## config.mk

```make
export PLATFORM = sky130hd
export DESIGN_NAME = ptw_dmem_arbiter
export DESIGN_NICKNAME = d
export VERILOG_FILES = /design/src/rtl/mmu_pkg.sv /design/src/rtl/ptw_dmem_arbiter.sv
export SDC_FILE = /design/constraint.sdc
export NUM_CORES = 1
export LEC_CHECK = 0
export CORE_AREA = 2 2 213 215
export DETAILED_ROUTE_END_ITERATION = 8
export DIE_AREA = 0 0 215 217
export GPL_TIMING_DRIVEN = 0
export HOLD_SLACK_MARGIN = 0.08
export PLACE_DENSITY_LB_ADDON = 0.12
export SLEW_MARGIN = 10
export SYNTH_ARGS = -nofsm -noshare
export SYNTH_HDL_FRONTEND = slang
export SYNTH_SLANG_ARGS = --single-unit
export TNS_END_PERCENT = 5
```

## constraint.sdc

```tcl
create_clock -name clk_i -period 2.5 [get_ports clk_i]
set_clock_uncertainty 0.2 [all_clocks]
set_input_delay 0.25 -clock clk_i [delete_from_list [all_inputs] [get_ports clk_i]]
set_output_delay 0.25 -clock clk_i [all_outputs]
set_load 0.01 [all_outputs]
```

## src/rtl/mmu_pkg.sv

```systemverilog
// Shared MMU types: PTW/LSU <-> dcache request/response records and the
// state and owner encodings used by the dcache port arbiter.
package mmu_pkg;

  localparam int PADDR_W = 40;
  localparam int DATA_W  = 64;

  typedef enum logic [1:0] {
    S_IDLE,
    S_ISSUE,
    S_BUSY
  } arb_state_t;

  typedef enum logic {
    ARB_PTW,
    ARB_LSU
  } arb_owner_t;

  typedef struct packed {
    logic               valid;
    logic               phys;
    logic [4:0]         cmd;
    logic [2:0]         typ;
    logic [PADDR_W-1:0] addr;
    logic               kill;
    logic [DATA_W-1:0]  data;
  } ptw_dmem_comm_t;

  typedef struct packed {
    logic              valid;
    logic              nack;
    logic [DATA_W-1:0] data;
  } dmem_resp_t;

  typedef struct packed {
    logic       dmem_ready;
    dmem_resp_t resp;
  } dmem_ptw_comm_t;

endpackage

```

## src/rtl/ptw_dmem_arbiter.sv

```systemverilog
// Shares the single dcache request port between the page-table walker and the
// LSU: one outstanding transaction, PTW priority with LSU anti-starvation.
module ptw_dmem_arbiter
  import mmu_pkg::*;
#(
  parameter int STARVE_LIMIT = 8,
  parameter int RESP_TIMEOUT = 256,
  parameter bit PTW_PRIO     = 1'b1
) (
  input  logic           clk_i,
  input  logic           rst_i,
  input  ptw_dmem_comm_t ptw_dmem_comm_i,
  output dmem_ptw_comm_t dmem_ptw_comm_o,
  input  ptw_dmem_comm_t lsu_dmem_comm_i,
  output dmem_ptw_comm_t dmem_lsu_comm_o,
  output ptw_dmem_comm_t arb_dmem_comm_o,
  input  dmem_ptw_comm_t dmem_arb_comm_i,
  input  logic           flush_i,
  output logic           timeout_o,
  output logic           pmu_ptw_stall_o
);

  localparam int STARVE_W = $clog2(STARVE_LIMIT + 1);
  localparam int TIMER_W  = $clog2(RESP_TIMEOUT + 1);
  localparam logic [STARVE_W-1:0] STARVE_MAX = STARVE_W'(STARVE_LIMIT);
  localparam logic [TIMER_W-1:0]  TIMER_LAST = TIMER_W'(RESP_TIMEOUT - 1);

  arb_state_t           state_q, state_d;
  arb_owner_t           owner_q, owner_d;
  arb_owner_t           rr_last_q, rr_last_d;
  logic [STARVE_W-1:0]  starve_q, starve_d;
  logic [TIMER_W-1:0]   timer_q, timer_d;

  arb_owner_t     winner;
  arb_owner_t     sel;
  ptw_dmem_comm_t sel_req;
  logic           accept;
  logic           dcache_resp;
  logic           watchdog_fire;

  function automatic arb_owner_t pick_winner(input logic ptw_v, input logic lsu_v,
                                             input logic starved, input arb_owner_t rr_last);
    if (!lsu_v)  return ARB_PTW;
    if (!ptw_v)  return ARB_LSU;
    if (starved) return ARB_LSU;
    if (PTW_PRIO) return ARB_PTW;
    return (rr_last == ARB_PTW) ? ARB_LSU : ARB_PTW;
  endfunction

  // Grant selection: free choice in S_IDLE, locked to the owner otherwise.
  always_comb begin
    winner = pick_winner(ptw_dmem_comm_i.valid, lsu_dmem_comm_i.valid,
                         starve_q == STARVE_MAX, rr_last_q);
    if (rst_i)                  sel = ARB_PTW;
    else if (state_q == S_IDLE) sel = winner;
    else                        sel = owner_q;
    sel_req       = (sel == ARB_LSU) ? lsu_dmem_comm_i : ptw_dmem_comm_i;
    accept        = (state_q != S_BUSY) && sel_req.valid && dmem_arb_comm_i.dmem_ready;
    dcache_resp   = dmem_arb_comm_i.resp.valid || dmem_arb_comm_i.resp.nack;
    watchdog_fire = (state_q == S_BUSY) && (timer_q == TIMER_LAST) && !dcache_resp;
  end

  // NOTE: sequential state uses non-blocking assignments so every register
  // samples the pre-edge values regardless of statement order.
  always_ff @(posedge clk_i or posedge rst_i) begin
    if (rst_i) begin
      state_q   <= S_IDLE;
      owner_q   <= ARB_PTW;
      rr_last_q <= ARB_LSU;
      starve_q  <= '0;
      timer_q   <= '0;
    end else begin
      state_q   <= state_d;
      owner_q   <= owner_d;
      rr_last_q <= rr_last_d;
      starve_q  <= starve_d;
      timer_q   <= timer_d;
    end
  end

  // NOTE: every next-state variable gets a default first so no latch is inferred.
  always_comb begin
    state_d   = state_q;
    owner_d   = owner_q;
    rr_last_d = rr_last_q;
    starve_d  = starve_q;
    timer_d   = '0;
    unique case (state_q)
      S_IDLE: begin
        if (sel_req.valid) begin
          owner_d = sel;
          state_d = dmem_arb_comm_i.dmem_ready ? S_BUSY : S_ISSUE;
        end
      end
      S_ISSUE: begin
        if (!sel_req.valid)                  state_d = S_IDLE;
        else if (dmem_arb_comm_i.dmem_ready) state_d = S_BUSY;
      end
      S_BUSY: begin
        if (dcache_resp || watchdog_fire) state_d = S_IDLE;
        else                              timer_d = timer_q + TIMER_W'(1);
      end
      default: state_d = S_IDLE;
    endcase

    if (accept) rr_last_d = sel;

    if (flush_i) begin
      starve_d  = '0;
      rr_last_d = ARB_LSU;
    end else if (accept && sel == ARB_LSU) begin
      starve_d = '0;
    end else if (state_q == S_IDLE && lsu_dmem_comm_i.valid && winner != ARB_LSU
                 && starve_q != STARVE_MAX) begin
      starve_d = starve_q + STARVE_W'(1);
    end
  end

  // Responses only reach the owner, and only while a transaction is open.
  always_comb begin
    dmem_resp_t fwd;
    logic       ready_gate;

    arb_dmem_comm_o       = sel_req;
    arb_dmem_comm_o.valid = !rst_i && (state_q != S_BUSY) && sel_req.valid;

    dmem_ptw_comm_o = '0;
    dmem_lsu_comm_o = '0;
    ready_gate = !rst_i && (state_q != S_BUSY) && dmem_arb_comm_i.dmem_ready;
    if (sel == ARB_LSU) dmem_lsu_comm_o.dmem_ready = ready_gate;
    else                dmem_ptw_comm_o.dmem_ready = ready_gate;

    fwd = '0;
    if (!rst_i && state_q == S_BUSY) begin
      fwd.nack  = dmem_arb_comm_i.resp.nack || watchdog_fire;
      fwd.valid = dmem_arb_comm_i.resp.valid && !dmem_arb_comm_i.resp.nack;
      fwd.data  = fwd.valid ? dmem_arb_comm_i.resp.data : '0;
    end
    if (owner_q == ARB_LSU) dmem_lsu_comm_o.resp = fwd;
    else                    dmem_ptw_comm_o.resp = fwd;

    timeout_o       = !rst_i && watchdog_fire;
    pmu_ptw_stall_o = !rst_i && ptw_dmem_comm_i.valid
                      && (state_q != S_IDLE || winner != ARB_PTW);
  end

endmodule

```

==> summary.txt <==
status -> finished, violations left
area grow syn2layout -> 205.4%
first-pass GRT wire length -> 40900 um
post-synthesis mux area share -> 44.55%
pins over their slew limit -> 0
drt wl/cell -> 19.69 um
TritonCTS Buffers -> 3
Total GRT Usage -> 12.24%
Synth Net Count -> 672
Clock power frac -> 13.0%
largest family of logic cells by synthesized area -> multiplexers
Clock Latency Late Sink -> 0.24 ns
share of the synthesized area in the top cell type -> 23.98%
main flop type after synthesis -> dfrtp_1
Switching Power -> 0.8158 mW
total grt overflow -> 0
Synth Area in Adders -> 1.499%
Final TNS setup -> -22.58 ns
Placeable Area -> 44700 um2
crit-path max FO -> 8
normalized max-slew margin -> 51.15%
FF+latch count, synth -> 16
fraction of registers with async set/reset -> 100.0%
combinational fraction of design power -> 76.1%
Via-to-Cell Ratio -> 3.304
number of global-route vias before repair -> 5569
failing checks -> setup timing
compound-cell area share of the yosys netlist -> 2.360%
simple-gate share of the synthesized area -> 32.11%
largest net degree at the start of global routing -> 22
Hold/Removal Path Class -> input port to asynchronous set/reset pin
CTS sink count -> 16
synth unique cells -> 38
final wirelength -> 30780 um
CP endpoint kind -> primary output
Vias -> 5164
antenna violations before repair -> 16
Pleak -> 4.456 nW
Yosys warning total -> 0
Final Hold Slack -> 0.09996 ns
CP Cell Sequence -> or3b_4 > o221ai_4 > nor2_4 > buf_12 > buf_16 > buf_12 > buf_12 > mux2_4 > buf_6
synthesized cell area -> 3339 um2
CP Launch Type -> flip-flop
sequential cell fraction of total power -> 10.8%
IO Port Bufs -> 550
Crit path top cell by count -> buf_12
flop2flop setup slack -> 0.20 ns
CTS Buffer Depth -> 2
Final Setup Violations -> 126
CTS tree -> done
Clock Tree Root -> clkbuf_16
ranking of synthesized cells by area -> and2_1, mux2_4, mux2_2, dfrtp_1, nor2_1
Final ANT Viol Nets -> 0
most frequent cell after synthesis -> and2_1
slowest stage delay, CP -> 0.45 ns
unrepaired setup endpoints after global routing -> yes
worst-case vdd ir drop -> 0.2179 mV
DRT Pass-1 Iters -> 4
initial DRC count -> 111
Max Cap Violations -> 0
share of post-route cells with drive strength above 1 -> 43.66%
GPL Wtd Cong -> 0.8270
XOR/XNOR Fraction of Synth Area -> 2.098%
Pint -> 1.815 mW
R2R cell count -> 8
final hold vios -> 0
Initial Util -> 7.471%
critical path required time -> 2.05 ns
Fmax achieved -> 356.1 MHz
Critical-path top delay cell -> dfrtp_2
post-synthesis sequential area ratio -> 11.99%
final net count -> 1260
post-layout min period -> 2.808 ns
H-tree levels -> 1
total power -> 2.630 mW
cell area power density -> 257.9 nW/um2
final setup margin -> -0.3082 ns
Post-Synthesis Cells -> 368
worst slew pin tran -> 0.7309 ns
die area -> 46660 um2
DR DRC count -> 0
num rows -> 78
I/O pin count -> 551
EDFF count, synth -> 0
Tcrit/Tclk final -> 112.3%
CP arrival -> 2.36 ns
largest area contributor in the netlist -> and2_1
Die Wd -> 215 um
synth cell count leaders -> and2_1, mux2_2, mux2_4, nor2_1, dfrtp_1
Die Ht -> 217 um
Hold-fix buffers, CTS -> 0
Setup CP Type -> flip-flop to primary output
Clk pin slew, worst setup/hold paths -> 0.05 ns
dpl hpwl -> 27030 um
switch share -> 31.01%
fin util -> 22.81%
Avg Inst Size Synth -> 9.075 um2
-- routing by layer --
layer  track usage [%]  vias up  part of all wire, %
met5                 0        -                    0
met4             1.586        0                  1.8
met3             5.031       24                   11
met2             26.97      352                   58
met1             9.957     2344                   29
li1                  -     2444                    -
-- sequential cells by signal (all words and copies together), names as in the netlist --
| signal | flops |
|---|---|
| timer_q | 9 |
| state_q | 2 |
| owner_q | 1 |
| starve_q | 4 |
-- cell usage in the layout (no fill, tap or decap), drive strengths merged, types with 3 or more instances in the layout --
cell type	netlist	final
dlygate4sd2	0	11
dfrtp	16	16
xor2	4	4
xnor2	4	4
clkbuf	15	50
nor3	5	5
buf	12	196
clkdlybuf4s15	0	44
clkdlybuf4s50	0	309
dlymetal6s2s	0	3
nor2	20	20
inv	7	6
ha	4	4
nand3	3	3
diode	0	8
and2	128	128
mux2	114	114
nand2	5	5
-- critical path: cells and delay by family (launching register included) --
family	cells	cell delay (ns)
multiplexers	1	0.29
flip-flops	1	0.45
AO/OA/AOI/OAI	1	0.19
AND/OR/NAND/NOR	2	0.46
buffers and inverters	5	0.72
-- kinds of logic (layout without fill, tap and decap cells) --
family	count (synthesis)	after routing
AO/OA/AOI/OAI	11	11
buffers and inverters	34	621
adder cells (fa/ha/maj)	4	4
other	0	8
AND/OR/NAND/NOR	179	179
multiplexers	116	116
flip-flops	16	16
XOR/XNOR	8	8
-- power by group through the flow --
| stage | Combinational, mW | Clock (mW) | Sequential, mW |
|---|---|---|---|
| after global routing | 2.13 | 0.365 | 0.286 |
| after floorplan | 0.647 | 0 | 0.282 |
| after CTS | 1.95 | 0.354 | 0.284 |
| after detailed placement | 1.75 | 0 | 0.289 |
| final | 2.00 | 0.343 | 0.284 |
| after global placement | 1.77 | 0 | 0.288 |
-- what timing repair did --
action,CTS,global route
hold endpoints to repair,0,0
setup buffers,26,3
endpoints found under the setup margin,254,253
resized for setup,899,162
gates cloned,4,2
pin swaps,6,4
-- area by class of cell --
cell class              instances  area, um2
diodes                          8      20.02
plain buffers                  25      440.4
clock buffers                   4      88.84
fillers                      5033      34500
inverters                       7      30.03
multi-input cells             318       2932
flip-flops and latches         16      402.9
well taps                     600      750.7
repair buffers                584       5528
repair inverters                1      5.005
-- metrics by stage --
stage | worst slack (ns) | instance area, um2 | std cells
finish | -0.3082 | 10200 | 1563
global placement | -1.523 | 9595 | 1518
global route | -0.3859 | 10180 | 1557
CTS | -0.3481 | 10330 | 1551
floorplan | 0.1792 | 3339 | 368
detailed placement | -1.495 | 9595 | 1518
-- path summary, 6_finish.rpt --
kind,startpoint,endpoint
max reg2reg,timer_q[0]$_DFF_PP0_,timer_q[6]$_DFF_PP0_
max in group asynchronous,rst_i,state_q[1]$_DFFE_PP0P_
min reg2reg,timer_q[0]$_DFF_PP0_,timer_q[0]$_DFF_PP0_
min in group clk_i,timer_q[0]$_DFF_PP0_,timer_q[0]$_DFF_PP0_
max,state_q[1]$_DFFE_PP0P_,arb_dmem_comm_o[89]
min,rst_i,timer_q[8]$_DFF_PP0_
Power figures use the tool's default switching activity.
